**config.mk**
```make
export PLATFORM = sky130hd
export DESIGN_NAME = ecc_engine
export DESIGN_NICKNAME = d
export VERILOG_FILES = /design/src/rtl/ecc_pkg.sv /design/src/rtl/ecc_hamming_calc.sv /design/src/rtl/ecc_engine.sv
export SDC_FILE = /design/constraint.sdc
export NUM_CORES = 1
export LEC_CHECK = 0
export CAP_MARGIN = 40
export CORE_ASPECT_RATIO = 0.75
export CORE_MARGIN = 2
export CORE_UTILIZATION = 25
export CTS_BUF_LIST = sky130_fd_sc_hd__clkbuf_2
export DETAILED_ROUTE_END_ITERATION = 12
export GPL_TIMING_DRIVEN = 0
export SLEW_MARGIN = 20
export SYNTH_ARGS = -nofsm -noshare
export SYNTH_HDL_FRONTEND = slang
export SYNTH_SLANG_ARGS = --single-unit
```
**constraint.sdc**
```tcl
create_clock -name clk -period 2.5 [get_ports clk]
set_input_delay 0.25 -clock clk [delete_from_list [all_inputs] [get_ports clk]]
set_output_delay 0.25 -clock clk [all_outputs]
set_load 0.01 [all_outputs]
```
**src/rtl/ecc_pkg.sv**
```systemverilog
// Shared op/width/state types and codeword layout helpers for the extended-Hamming engine.
// Pure declarations and functions; no state, no latency, no flow control.
package ecc_pkg;

    typedef enum logic [1:0] {
        OP_ENC  = 2'd0,
        OP_DEC  = 2'd1,
        OP_FULL = 2'd2,
        OP_RSVD = 2'd3
    } op_e;

    typedef enum logic [1:0] {
        W_CW8  = 2'd0,
        W_CW16 = 2'd1,
        W_CW32 = 2'd2
    } width_e;

    typedef enum logic [2:0] {
        ST_IDLE  = 3'd0,
        ST_ENC   = 3'd1,
        ST_NOISE = 3'd2,
        ST_DEC   = 3'd3,
        ST_DONE  = 3'd4
    } state_e;

    localparam int CW_LEN_8    = 8;
    localparam int CW_LEN_16   = 16;
    localparam int CW_LEN_32   = 32;
    localparam int DATA_LEN_8  = 4;
    localparam int DATA_LEN_16 = 11;
    localparam int DATA_LEN_32 = 26;

    // Code 3 is not a distinct size; it folds onto the 32-bit codeword.
    function automatic width_e width_decode(input logic [1:0] code);
        case (code)
            2'd0:    return W_CW8;
            2'd1:    return W_CW16;
            default: return W_CW32;
        endcase
    endfunction

    function automatic int cw_len(input width_e w);
        case (w)
            W_CW8:   return CW_LEN_8;
            W_CW16:  return CW_LEN_16;
            default: return CW_LEN_32;
        endcase
    endfunction

    function automatic logic [31:0] cw_mask(input width_e w);
        case (w)
            W_CW8:   return (32'd1 << CW_LEN_8) - 32'd1;
            W_CW16:  return (32'd1 << CW_LEN_16) - 32'd1;
            default: return 32'hFFFF_FFFF;
        endcase
    endfunction

    function automatic logic [31:0] data_mask(input width_e w);
        case (w)
            W_CW8:   return (32'd1 << DATA_LEN_8) - 32'd1;
            W_CW16:  return (32'd1 << DATA_LEN_16) - 32'd1;
            default: return (32'd1 << DATA_LEN_32) - 32'd1;
        endcase
    endfunction

    // Data bits occupy the non-power-of-two positions in ascending order.
    function automatic logic [31:0] scatter(input logic [31:0] data, input width_e w);
        logic [31:0] cw;
        int          k;
        cw = '0;
        k  = 0;
        for (int j = 1; j < 32; j++) begin
            if (j < cw_len(w) && (j & (j - 1)) != 0) begin
                cw[5'(j)] = data[5'(k)];
                k++;
            end
        end
        return cw;
    endfunction

    function automatic logic [31:0] gather(input logic [31:0] cw, input width_e w);
        logic [31:0] data;
        int          k;
        data = '0;
        k    = 0;
        for (int j = 1; j < 32; j++) begin
            if (j < cw_len(w) && (j & (j - 1)) != 0) begin
                data[5'(k)] = cw[5'(j)];
                k++;
            end
        end
        return data;
    endfunction

endpackage

```
**src/rtl/ecc_hamming_calc.sv**
```systemverilog
// Syndrome (XOR of indices of set bits 1..N-1) and overall parity (bits N-1..0) of a codeword.
// Purely combinational; bits at or above the selected codeword length are ignored.
module ecc_hamming_calc
    import ecc_pkg::*;
(
    input  logic [31:0] word_i,
    input  width_e      width_i,
    output logic [4:0]  syndrome_o,
    output logic        parity_o
);

    logic [31:0] masked;

    always_comb begin
        masked     = word_i & cw_mask(width_i);
        syndrome_o = '0;
        for (int j = 1; j < 32; j++) begin
            if (masked[5'(j)]) begin
                syndrome_o = syndrome_o ^ 5'(j);
            end
        end
        parity_o = ^masked;
    end

endmodule

```
**src/rtl/ecc_engine.sv**
```systemverilog
// Extended-Hamming encode/decode/full-channel FSM; done one cycle after E+1 (enc/dec) or E+3 (full).
// Starts are dropped while busy or for reserved ops; ECC_ENGINE_OUT_REG_EN adds one output stage (+1 latency).
module ecc_engine
    import ecc_pkg::*;
#(
    parameter int AMBA_WORD = 32
)
(
    input  logic                 clk,
    input  logic                 rst,
    input  logic                 start,
    input  logic [AMBA_WORD-1:0] CTRL,
    input  logic [AMBA_WORD-1:0] DATA_IN,
    input  logic [AMBA_WORD-1:0] CODEWORD_WIDTH,
    input  logic [AMBA_WORD-1:0] NOISE,
    output logic [AMBA_WORD-1:0] data_out,
    output logic [1:0]           num_of_errors,
    output logic                 operation_done,
    output logic                 busy
);

    state_e      state_q;
    op_e         op_q;
    width_e      width_q;
    logic [31:0] work_q;
    logic [31:0] noise_q;
    logic [31:0] res_data_q;
    logic [1:0]  res_err_q;
    logic        done_q;
    logic        busy_q;

    op_e         req_op;
    width_e      req_width;
    logic        hold_off;
    logic        accept;

    logic [31:0] calc_word;
    logic [4:0]  syn;
    logic        par;
    logic [31:0] enc_cw;
    logic [31:0] dec_cw;
    logic [31:0] dec_data;
    logic [1:0]  dec_err;

    logic        unused_bits;
    assign unused_bits = ^{CTRL[AMBA_WORD-1:2], CODEWORD_WIDTH[AMBA_WORD-1:2]};

    assign req_op    = op_e'(CTRL[1:0]);
    assign req_width = width_decode(CODEWORD_WIDTH[1:0]);
    assign accept    = start && (state_q == ST_IDLE) && (req_op != OP_RSVD) && !hold_off;

    // One calculator serves both directions: data is scattered into place before encoding.
    assign calc_word = (state_q == ST_ENC) ? scatter(work_q, width_q) : work_q;

    ecc_hamming_calc u_calc (
        .word_i     (calc_word),
        .width_i    (width_q),
        .syndrome_o (syn),
        .parity_o   (par)
    );

    always_comb begin
        enc_cw     = calc_word;
        enc_cw[1]  = syn[0];
        enc_cw[2]  = syn[1];
        enc_cw[4]  = syn[2];
        enc_cw[8]  = syn[3];
        enc_cw[16] = syn[4];
        // Each inserted parity bit toggles overall parity once, hence par ^ ^syn.
        enc_cw[0]  = par ^ (^syn);
    end

    always_comb begin
        dec_cw  = work_q;
        dec_err = 2'd0;
        if (par) begin
            dec_err = 2'd1;
            dec_cw  = work_q ^ (32'd1 << syn);
        end else if (syn != 5'd0) begin
            dec_err = 2'd2;
        end
        dec_data = gather(dec_cw, width_q);
    end

    always_ff @(posedge clk or negedge rst) begin
        if (!rst) begin
            state_q    <= ST_IDLE;
            op_q       <= OP_ENC;
            width_q    <= W_CW8;
            work_q     <= '0;
            noise_q    <= '0;
            res_data_q <= '0;
            res_err_q  <= '0;
            done_q     <= 1'b0;
            busy_q     <= 1'b0;
        end else begin
            done_q <= 1'b0;
            case (state_q)
                ST_IDLE: begin
                    if (accept) begin
                        op_q       <= req_op;
                        width_q    <= req_width;
                        noise_q    <= NOISE[31:0] & cw_mask(req_width);
                        work_q     <= DATA_IN[31:0] & ((req_op == OP_DEC) ? cw_mask(req_width)
                                                                          : data_mask(req_width));
                        res_data_q <= '0;
                        res_err_q  <= '0;
                        busy_q     <= 1'b1;
                        state_q    <= (req_op == OP_DEC) ? ST_DEC : ST_ENC;
                    end
                end
                ST_ENC: begin
                    work_q <= enc_cw;
                    if (op_q == OP_FULL) begin
                        state_q <= ST_NOISE;
                    end else begin
                        res_data_q <= enc_cw;
                        res_err_q  <= 2'd0;
                        done_q     <= 1'b1;
                        state_q    <= ST_DONE;
                    end
                end
                ST_NOISE: begin
                    work_q  <= work_q ^ noise_q;
                    state_q <= ST_DEC;
                end
                ST_DEC: begin
                    res_data_q <= dec_data;
                    res_err_q  <= dec_err;
                    done_q     <= 1'b1;
                    state_q    <= ST_DONE;
                end
                ST_DONE: begin
                    busy_q  <= 1'b0;
                    state_q <= ST_IDLE;
                end
                default: begin
                    state_q <= ST_IDLE;
                end
            endcase
        end
    end

`ifdef ECC_ENGINE_OUT_REG_EN
    logic [31:0] out_data_q;
    logic [1:0]  out_err_q;
    logic        out_done_q;

    always_ff @(posedge clk or negedge rst) begin
        if (!rst) begin
            out_data_q <= '0;
            out_err_q  <= '0;
            out_done_q <= 1'b0;
        end else begin
            out_data_q <= res_data_q;
            out_err_q  <= res_err_q;
            out_done_q <= done_q;
        end
    end

    // The FSM is already back in IDLE while the delayed strobe is out; keep it closed to starts.
    assign hold_off       = out_done_q;
    assign data_out       = AMBA_WORD'(out_data_q);
    assign num_of_errors  = out_err_q;
    assign operation_done = out_done_q;
    assign busy           = busy_q | out_done_q;
`else
    assign hold_off       = 1'b0;
    assign data_out       = AMBA_WORD'(res_data_q);
    assign num_of_errors  = res_err_q;
    assign operation_done = done_q;
    assign busy           = busy_q;
`endif

endmodule

```
Yosys cells after proc, flatten, opt, wreduce, memory -nomap -nowiden
Cells that the tools add are included.

storage, ports and cells
  bits in registers = 107
  bits in latches = 0
  memory bits (writable) = 0
  bits in read-only memories = 0
  output and inout bits = 36
  logic and storage cells = 395
  memories = 0

operators by class
  add/subtract/negate cells = 24
  $mul = 0
  div/mod/pow operators = 0
  $lt $le $gt $ge = 76
  equal/unequal tests = 12
  shifts and indexed selects = 1
  multiplexer cells = 212
  bitwise gates (word level) = 20
  reduce and logical (&&, ||, !) cells = 41

operator list
  operator                                                            number
  2-to-1 mux 32 bit                                                   34
  bitwise mux 32 bit                                                  25
  < comparator 6 x 32 -> 1 bit (first input constant)                 15
  < comparator 5 x 32 -> 1 bit (first input constant)                 7
  one-hot mux 32 bit (3 select lines)                                 2
  < comparator 5 x 7 -> 1 bit (second input constant)                 25
  one-hot mux 32 bit (2 select lines)                                 2
  demux 1 bit (select 5 bit)                                          25
  greater-or-equal comparator 5 x 1 -> 1 bit (second input constant)  25
  2-to-1 mux 5 bit                                                    24
  adder 5 x 2 -> 5 bit (second input constant)                        23
  bitwise AND 32 bit                                                  3
  < comparator 4 x 32 -> 1 bit (first input constant)                 3
  2-to-1 mux 1 bit                                                    61
  one-hot mux 26 bit (2 select lines)                                 1
  binary-select mux 1 bit (select 5 bit)                              10
  < comparator 3 x 32 -> 1 bit (first input constant)                 1
  2-to-1 mux 4 bit                                                    8
  parity 32 bit                                                       1
  bitwise XOR 32 bit                                                  1
  logical AND 1 bit                                                   27
  2-to-1 mux 3 bit                                                    6
  2-to-1 mux 16 bit                                                   1
  << shifter 1 x 4 -> 16 bit (first input constant)                   1
  27 further kinds                                                    55

Logic depth before layout (Yosys ltp)
Gate-level depths: netlist of run 1.

  depth in word-level cells = 109
  mapped depth = 14
  gate-level depth less buffers = 12

Cells and area by module
From an unflattened synthesis of run 1, not the netlist that was laid out.

unflattened totals
  cell total of the unflattened synthesis = 689
  area, all modules = 6264.8 sq um

by module, submodules not included
  module            instances  cells each  area an instance (sq um)
  ecc_engine        1          639         5834.3
  ecc_hamming_calc  1          50          430.4

Worst setup path before layout of run 1
Ideal clock, no wire load.

  kind = register to register
  start point = reg state_q[2]
  end point = reg work_q[0]
  arrival = 2.585 ns
  setup slack = -0.214 ns
  stages on the path, launching flop included = 12
  cells stage by stage = dfrtp_1 > clkbuf_1 > nand2b_1 > nor2_1 > clkbuf_1 > a211oi_1 > xnor2_1 > ha_1 > xnor2_1 > xnor2_1 > a221oi_1 > o21ai_1

on the way
  word-level cells in the longest chain between the ends = 28
  elaborated cells on any way between the ends = 40
  those cells by class = eq/ne (3); mux (17); bitwise (13); reduce/logical (7)

RTL lines
  element                              line                                source
  from (decl)                          ecc_engine.sv:22                    state_e state_q;
  from (signal assigned)               ecc_engine.sv:109                   state_q <= (req_op == OP_DEC) ? ST_DEC : ST_ENC;
  == test 3 x 1 -> 1 bit               ecc_engine.sv:53, ecc_engine.sv:98
  2-to-1 mux 32 bit                    ecc_engine.sv:53                    assign calc_word = (state_q == ST_ENC) ? scatter(work_q, width_q) : work_q;
  bitwise AND 32 bit                   ecc_hamming_calc.sv:15              masked = word_i & cw_mask(width_i);
  2-to-1 mux 1 bit                     ecc_hamming_calc.sv:18              if (masked[5'(j)]) begin
  2-to-1 mux 2 bit                     ecc_hamming_calc.sv:18
  inverter 2 bit (no line)             -
  2-to-1 mux 2 bit                     ecc_hamming_calc.sv:18
  2-to-1 mux 3 bit                     ecc_hamming_calc.sv:18
  [10 not listed]                      -
  2-to-1 mux 4 bit (2 in series)       ecc_hamming_calc.sv:18
  inverter 3 bit (no line)             -
  2-to-1 mux 4 bit (2 in series)       ecc_hamming_calc.sv:18
  inverter 4 bit (no line)             -
  2-to-1 mux 4 bit                     ecc_hamming_calc.sv:18
  parity 5 bit                         ecc_engine.sv:70                    enc_cw[0] = par ^ (^syn);
  bitwise XOR 1 bit                    ecc_engine.sv:70
  one-hot mux 32 bit (3 select lines)  ecc_engine.sv:98                    case (state_q)
  to (signal assigned)                 ecc_engine.sv:104                   work_q <= DATA_IN[31:0] & ((req_op == OP_DEC) ? cw_mask(req_width)
  to (signal assigned)                 ecc_engine.sv:113                   work_q <= enc_cw;
  to (signal assigned)                 ecc_engine.sv:124                   work_q <= work_q ^ noise_q;
  to (decl)                            ecc_engine.sv:25                    logic [31:0] work_q;

Several ways; a longest one is shown, not always the timed one.
A chain may end at the register's enable or synchronous reset.

Final worst setup path of run 1
  start point = reg work_q[10]
  end point = reg res_data_q[0], in the netlist data_out[0]

on the way
  word-level cells in the longest chain between the ends = 78
  elaborated cells on any way between the ends = 121
  those cells by class = shift (1); mux (106); bitwise (12); reduce/logical (2)

RTL lines
  element                                               line                    source
  binary-select mux 1 bit (select 5 bit)                ecc_pkg.sv:74           cw[5'(j)] = data[5'(k)];
  2-to-1 mux 1 bit (implied by the code) (2 in series)  ecc_pkg.sv:74
  2-to-1 mux 1 bit                                      ecc_pkg.sv:73           if (j < cw_len(w) && (j & (j - 1)) != 0) begin
  2-to-1 mux 32 bit                                     ecc_engine.sv:53
  bitwise AND 32 bit                                    ecc_hamming_calc.sv:15
  2-to-1 mux 3 bit                                      ecc_hamming_calc.sv:18
  inverter 2 bit (no line)                              -
  2-to-1 mux 3 bit                                      ecc_hamming_calc.sv:18
  [61 not listed]                                       -
  2-to-1 mux 32 bit                                     ecc_pkg.sv:87           if (j < cw_len(w) && (j & (j - 1)) != 0) begin
  bitwise mux 32 bit                                    ecc_pkg.sv:88           data[5'(k)] = cw[5'(j)];
  2-to-1 mux 32 bit                                     ecc_pkg.sv:87
  bitwise mux 32 bit                                    ecc_pkg.sv:88
  2-to-1 mux 32 bit                                     ecc_pkg.sv:87
  bitwise mux 32 bit                                    ecc_pkg.sv:88
  2-to-1 mux 32 bit                                     ecc_pkg.sv:87
  one-hot mux 32 bit (3 select lines) (*)               ecc_engine.sv:98
  to (signal assigned)                                  ecc_engine.sv:117       res_data_q <= enc_cw;
  to (signal assigned)                                  ecc_engine.sv:128       res_data_q <= dec_data;
  to (decl)                                             ecc_engine.sv:27        logic [31:0] res_data_q;

Every way passes the cells marked *; elsewhere a longest branch is shown, timed or not. The select of a mux whose other input is x is not followed.

==> key figures, run 1 <==
Status
  – Run status: complete, but fails checks
  – Failing checks: negative setup slack

STA
  – Setup_tns: -0.169 ns
  – Skew final: 0.0729 ns
  – Peak Freq: roughly 380 MHz
  – Slew Limit Headroom: 57.6%
  – Final min period: roughly 2.6 ns
  – RSZ-0062 raised after global routing: yes
  – Period Utilization, post-route: 104%
  – Slew Limit Fails: 0
  – Hold slack: 0.0224 ns
  – Fin. Hold Viols: 0
  – Setup Viol. Count Final: 4
  – Slew @ Worst Pin: between 0.6 and 0.7 ns
  – Worst setup margin: -0.102 ns

CTS
  – Clock sinks: ~110
  – CTS tree: yes
  – Clock latency on the worst-skew pair: approximately 0.7 ns
  – H-tree depth: 3
  – Clk Tree Root Cell: clkbuf_2
  – CTS buffer count: 9
  – Clock buffer depth: 2
  – Worst-path clk slew: 0.35 ns

Logic synthesis
  – Post-synth net total: between 700 and 800
  – FF+latch count, synth: 106
  – Seq/Total Area, Yosys: 44.7%
  – Xor/xnor cell area share of the yosys netlist: a little over a tenth
  – Post-synthesis adder-cell area fraction: under 10%
  – Distinct cells, synth: 56
  – Syn. warnings: 0
  – Post-synth top area share: between 40% and 50%
  – Area contributors post-synth: dfrtp_1, o21ai_0, xnor2_1
  – Cell type with the largest total area after synthesis: dfrtp_1
  – Ys flop type: dfrtp_1
  – Main combinational cell family by area after synthesis: simple AND/OR/NAND/NOR gates
  – FFs w/ async S/R, synth: 100%
  – Cell Area, Synth: 5930 µm²
  – Mean Syn Cell Area: 9.11 µm²
  – EDFF count, synth: 0
  – Synth Area in Simple Gates: about a fifth
  – Post-synthesis compound-gate area fraction: 17.3%
  – Post-synthesis mux area share: roughly 2.8%
  – Post-Syn Instances: between 600 and 700

Drt
  – Via count: around 5300
  – Per-cell routed wire length: around 17 µm
  – Drt drc: 0
  – Post-DRT Antenna Nets: 0
  – Final WL: approximately 19000 µm
  – DRT Pass-1 Iters: 5
  – Initial drt markers: between 400 and 500
  – Via density: between 4 and 5

Layout
  – Most frequent cells in the layout: clkdlybuf4s50_1, dfrtp_1, nand2_1
  – Area Growth Syn to Fin: 38.2%
  – Layout cells sized above 1: between 10% and 20%
  – Most common cell after layout, fill and taps aside: clkdlybuf4s50_1
  – Final instance area: approximately 8200 µm²
  – Final core utilization: 35.4%
  – Diodes inserted: 0
  – Nets: between 900 and 1000

Setup path
  – Crit end category: flop
  – CP max FO: 4
  – WS Path Type: reg -> reg
  – Worst setup SP type: flop
  – CP required: about 3.1 ns
  – Worst EP arrival: about 3.2 ns

Flow run
  – Max_cap viols: 0

Placement
  – DP HPWL: 13500 µm
  – RePlAce Congestion: roughly 0.83
  – IO Port Bufs: approximately 110
  – Post-Place Cell Area: ~7400 µm²

Global routing
  – First-pass GRT wire length: roughly 28000 µm
  – Gr ovfl total: 0
  – Vias in the first global route: 4962
  – Initial antenna violation count: 0
  – Largest net degree at the start of global routing: between 60 and 70
  – Overall Global Routing Usage: between 10 and 15%

Floorplan
  – Starting density of the core: approximately 26%
  – Std cell rows: 48
  – IO Pins: between 150 and 200
  – Chip height: 137 µm
  – Die area: around 25000 µm²
  – Chip width: between 150 and 200 µm
  – CORE AREA: approximately 23000 µm²

Min path
  – Hold crit path type: in -> async
[metal layers]
layer,global-route usage (%),vias to the layer above,wire [µm]
met5,0,-,0
met4,2.33,0,130
met3,2.78,11,1080
met2,22.1,169,8070
met1,22.5,2575,9440
li1,-,2553,-
[final timing paths]
path,from,end,slack (ns),cells past startpoint
hold reg to reg,op_q[1],state_q[2],0.52,1
hold / removal,rst,data_out[31],0.02,2
min in group clk,NOISE[19],noise_q[19],0.04,3
max in group asynchronous,rst,noise_q[3],1.50,3
setup / recovery,work_q[10],data_out[0],-0.10,11
setup reg to reg,work_q[10],data_out[0],-0.10,11
[cells in the mapped netlist (2+ instances only)]
cell type	instances
ha_1	7
nor3_1	2
o21ai_1	4
a221oi_1	13
xnor2_2	3
buf_4	3
a21oi_1	35
nor2b_1	3
o22ai_1	5
nand2b_1	7
buf_6	2
nor2_1	56
mux2_2	9
nand3_1	9
and2_1	17
clkbuf_1	37
nand2_1	87
nand4_1	9
a31oi_1	2
xnor2_4	2
o221ai_1	3
xnor2_1	38
nor3b_1	26
o21ai_0	88
buf_2	7
dfrtp_1	106
inv_1	9
a211oi_1	4
nand3b_1	3
or2_2	2
nand2_2	2
a32o_1	4
a21oi_2	5
xor2_1	16
mux2i_1	4
o31ai_1	2
[per-stage QoR]
step | setup WS, ns | std cells
2_1_floorplan | 0.0162 | 651
3_3_place_gp | -3.15 | 1056
3_5_place_dp | -0.483 | 1058
4_1_cts | -0.0448 | 1102
5_1_grt | -0.184 | 1110
6_report | -0.102 | 1110
[registers in the layout, indices dropped and copies added, names as in the netlist]
name            flops
noise_q            32
work_q             32
data_out           31
state_q             3
num_of_errors       2
op_q                2
width_q             2
busy                1
operation_done      1
[critical path: stages (launching register included)]
cell      delay [ns]
dfrtp_1         0.45
buf_6           0.14
xor2_2          0.18
xnor2_2         0.20
nor2_1          0.08
a211oi_2        0.20
xnor2_1         0.20
ha_1            0.31
xnor2_2         0.16
xnor2_2         0.27
a21oi_2         0.13
o22ai_2         0.20
[area by class of cell]
| type | instances | area (µm²) |
|---|---|---|
| fillers | 2380 | 15000 |
| flip-flops and latches | 106 | 2660 |
| plain buffers | 44 | 246 |
| clock buffers | 9 | 45.0 |
| inverters | 9 | 37.5 |
| repair buffers | 148 | 1420 |
| clock inverters | 7 | 88.8 |
| multi-input cells | 487 | 3330 |
| well taps | 300 | 375 |
[cells by family (layout without fill, tap and decap cells)]
group           Yosys count  count (layout)
xor+xnor                 62              62
simple gates            229             229
flops                   106             106
compound gates          174             174
fa+ha+maj                 7               7
other cells               1               1
mux                      14              14
buf+inv                  58             217
[timing repair]
| action | CTS | global route |
|---|---|---|
| gates cloned | 1 | 0 |
| setup endpoints to repair | 13 | 29 |
| endpoints found under the hold margin | 111 | 0 |
| gates resized for setup | 34 | 43 |
| pin swaps | 22 | 24 |
| buffers inserted | 23 | 10 |
| hold buffers | 7 | 0 |
Power of run 1 is left out: the tool's default activity adds up to more than one toggle a clock period on the data nets, which glitch-free logic cannot reach.
==> run 2: changes to the inputs <==
--- a/config.mk
+++ b/config.mk
@@ -8,10 +8,11 @@
 export CAP_MARGIN = 40
 export CORE_ASPECT_RATIO = 0.75
 export CORE_MARGIN = 2
-export CORE_UTILIZATION = 25
+export CORE_UTILIZATION = 38
 export CTS_BUF_LIST = sky130_fd_sc_hd__clkbuf_2
 export DETAILED_ROUTE_END_ITERATION = 12
 export GPL_TIMING_DRIVEN = 0
+export PLACE_DENSITY = 0.68
 export SLEW_MARGIN = 20
 export SYNTH_ARGS = -nofsm -noshare
 export SYNTH_HDL_FRONTEND = slang
==> key figures, run 2 (synthesis results as in run 1) <==
Status
  – Run status: complete, but fails checks
  – Failing checks: negative setup slack

Setup path
  – Worst R2R End: data_out[6]
  – Most numerous cell on the critical path: xnor2_2
  – Worst setup SP type: flop
  – Crit end category: flop
  – Cell depth of the worst flop-to-flop path: 9
  – Slowest CP cell: mux4_2
  – WS Path Type: reg -> reg
  – CP peak stage delay: between 0.6 and 0.7 ns
  – CP required: slightly above 3 ns
  – Reg-to-Reg Start: work_q[20]
  – Worst path cell trace: xnor2_2 -> xnor2_2 -> xnor2_2 -> xnor2_2 -> mux4_2 -> clkbuf_16 -> nand4_1 -> xor2_1 -> o22ai_1
  – Worst R2R Setup Slack: -0.04 ns
  – CP max FO: 5
  – Worst EP arrival: between 3 and 4 ns

Drt
  – Via count: around 5300
  – DRT Pass-1 Iters: 5
  – Drt drc: 0
  – Per-cell routed wire length: 16.7 µm
  – Via density: ~5.3
  – Post-DRT Antenna Nets: 0
  – Final WL: about 17000 µm
  – Initial drt markers: around 340

STA
  – RSZ-0062 raised after global routing: yes
  – Setup Viol. Count Final: 7
  – Worst setup margin: -0.0358 ns
  – Period Utilization, post-route: 101%
  – Slew Limit Fails: 0
  – Fin. Hold Viols: 0
  – Setup_tns: -0.167 ns
  – Slew @ Worst Pin: roughly 0.7 ns
  – Final min period: about 2.5 ns
  – Skew final: approximately 0.042 ns
  – Slew Limit Headroom: 54.1%
  – Peak Freq: 394 MHz

CTS
  – H-tree depth: 3
  – Clock latency on the worst-skew pair: between 0.6 and 0.7 ns
  – Worst-path clk slew: around 0.32 ns
  – Clock buffer depth: 2
  – CTS tree: yes
  – CTS buffer count: 9
  – Clk Tree Root Cell: clkbuf_2
  – Clock sinks: ~110

Placement
  – DP HPWL: approximately 12000 µm
  – IO Port Bufs: around 110
  – RePlAce Congestion: 0.895

Floorplan
  – Chip height: 112 µm
  – IO Pins: 167
  – Std cell rows: 39
  – Chip width: approximately 150 µm
  – Die area: 16600 µm²
  – CORE AREA: roughly 15000 µm²
  – Starting density of the core: between 30% and 40%

Layout
  – Most common cell after layout, fill and taps aside: clkdlybuf4s50_1
  – Fill count: roughly 1400
  – Area Growth Syn to Fin: 35.9%
  – Most frequent cells in the layout: clkdlybuf4s50_1, dfrtp_1, nand2_1, o21ai_0, nor2_1
  – Nets: between 900 and 1000
  – Final core utilization: ~53%
  – Diodes inserted: 0
  – Layout cells sized above 1: between 10% and 20%

Global routing
  – GRT met3 Usage: about 4.1%
  – GR peak layer: met1
  – Grt met1 use: approximately 31%
  – Overall Global Routing Usage: around a fifth
  – GR Util met2: 28.9%
  – First-pass GRT wire length: about 26000 µm
  – Initial antenna violation count: 0
  – Gr ovfl total: 0
  – Vias in the first global route: 4924
  – Largest net degree at the start of global routing: slightly above 70

Min path
  – Hold crit path type: in -> async

Flow run
  – Max_cap viols: 0
-- run 2: cell types whose count changed in the layout (fill, tap and decap cells not counted), sizes merged --
cell,previous run,this run
buf,47,44
bufinv,0,1
dlymetal6s2s,1,0
inv,11,12
clkinvlp,1,2
clkbuf,42,43
clkinv,4,1
dlygate4sd3,7,1
-- run 2: per-layer routing --
| metal | share of wire, % | wire, µm | vias up |
|---|---|---|---|
| met5 | 0 | 0 | - |
| met2 | 43 | 7230 | 193 |
| met1 | 49 | 8220 | 2552 |
| li1 | - | - | 2546 |
| met3 | 7.0 | 1170 | 24 |
| met4 | 1.3 | 215 | 0 |
-- run 2: per-stage QoR --
step	worst slack (ns)	instances	hold slack (ns)	instance area (µm²)
floorplan	0.0162	651	-0.0456	5960
global placement	-2.98	961	0.460	7270
detailed placement	-0.443	963	0.169	7300
CTS	-0.0318	994	0.00362	7730
global route	-0.104	1006	0.00508	8070
finish	-0.0358	1006	0.0333	8070
-- run 2: final cells by class --
class,instances,area [µm²],share of cell area [%]
flip-flops and latches,106,2660,33.0
inverters,9,37.5,0.465
multi-input cells,487,3380,41.9
repair buffers,139,1350,16.7
well taps,205,256,3.18
clock inverters,7,83.8,1.04
plain buffers,44,260,3.23
clock buffers,9,45.0,0.558
-- run 2: worst max-delay path by stage --
stage | start | end | slack [ns] | cells past startpoint
detailed placement | state_q[2] | data_out[0] | -0.44 | 11
global placement | rst | noise_q[2] | -2.98 | 1
floorplan | state_q[0] | work_q[0] | 0.02 | 13
CTS | state_q[0] | work_q[0] | -0.03 | 13
global route | work_q[20] | data_out[2] | -0.10 | 9
finish | work_q[20] | data_out[6] | -0.04 | 9
-- run 2: critical path: cells and delay by family, from the launching register on --
family,cells,cell delay (ns)
muxes,1,0.61
DFF,1,0.49
buffers and inverters,1,0.19
and+or+nand+nor,1,0.09
xor gates and xnor gates,5,0.93
AOI/OAI and AO/OA,1,0.09
-- run 2: timing repair --
item / in CTS / in global routing
setup buffers: 17 / 13
setup endpoints to repair: 13 / 28
hold endpoints to repair: 106 / 0
hold buffers: 1 / 0
gates resized for setup: 36 / 54
cloned: 0 / 1
pin swaps: 19 / 29
Power of run 2 is left out for the same reason.
==> run 3: changes to the inputs <==
--- a/config.mk
+++ b/config.mk
@@ -10,6 +10,7 @@
 export CORE_MARGIN = 2
 export CORE_UTILIZATION = 38
 export CTS_BUF_LIST = sky130_fd_sc_hd__clkbuf_2
+export CTS_CLUSTER_SIZE = 10
 export DETAILED_ROUTE_END_ITERATION = 12
 export GPL_TIMING_DRIVEN = 0
 export PLACE_DENSITY = 0.68
==> results of run 3 <==
Same layout as run 2: the final DEF is identical, and so are final timing and power.
Power of run 3 is left out for the same reason.
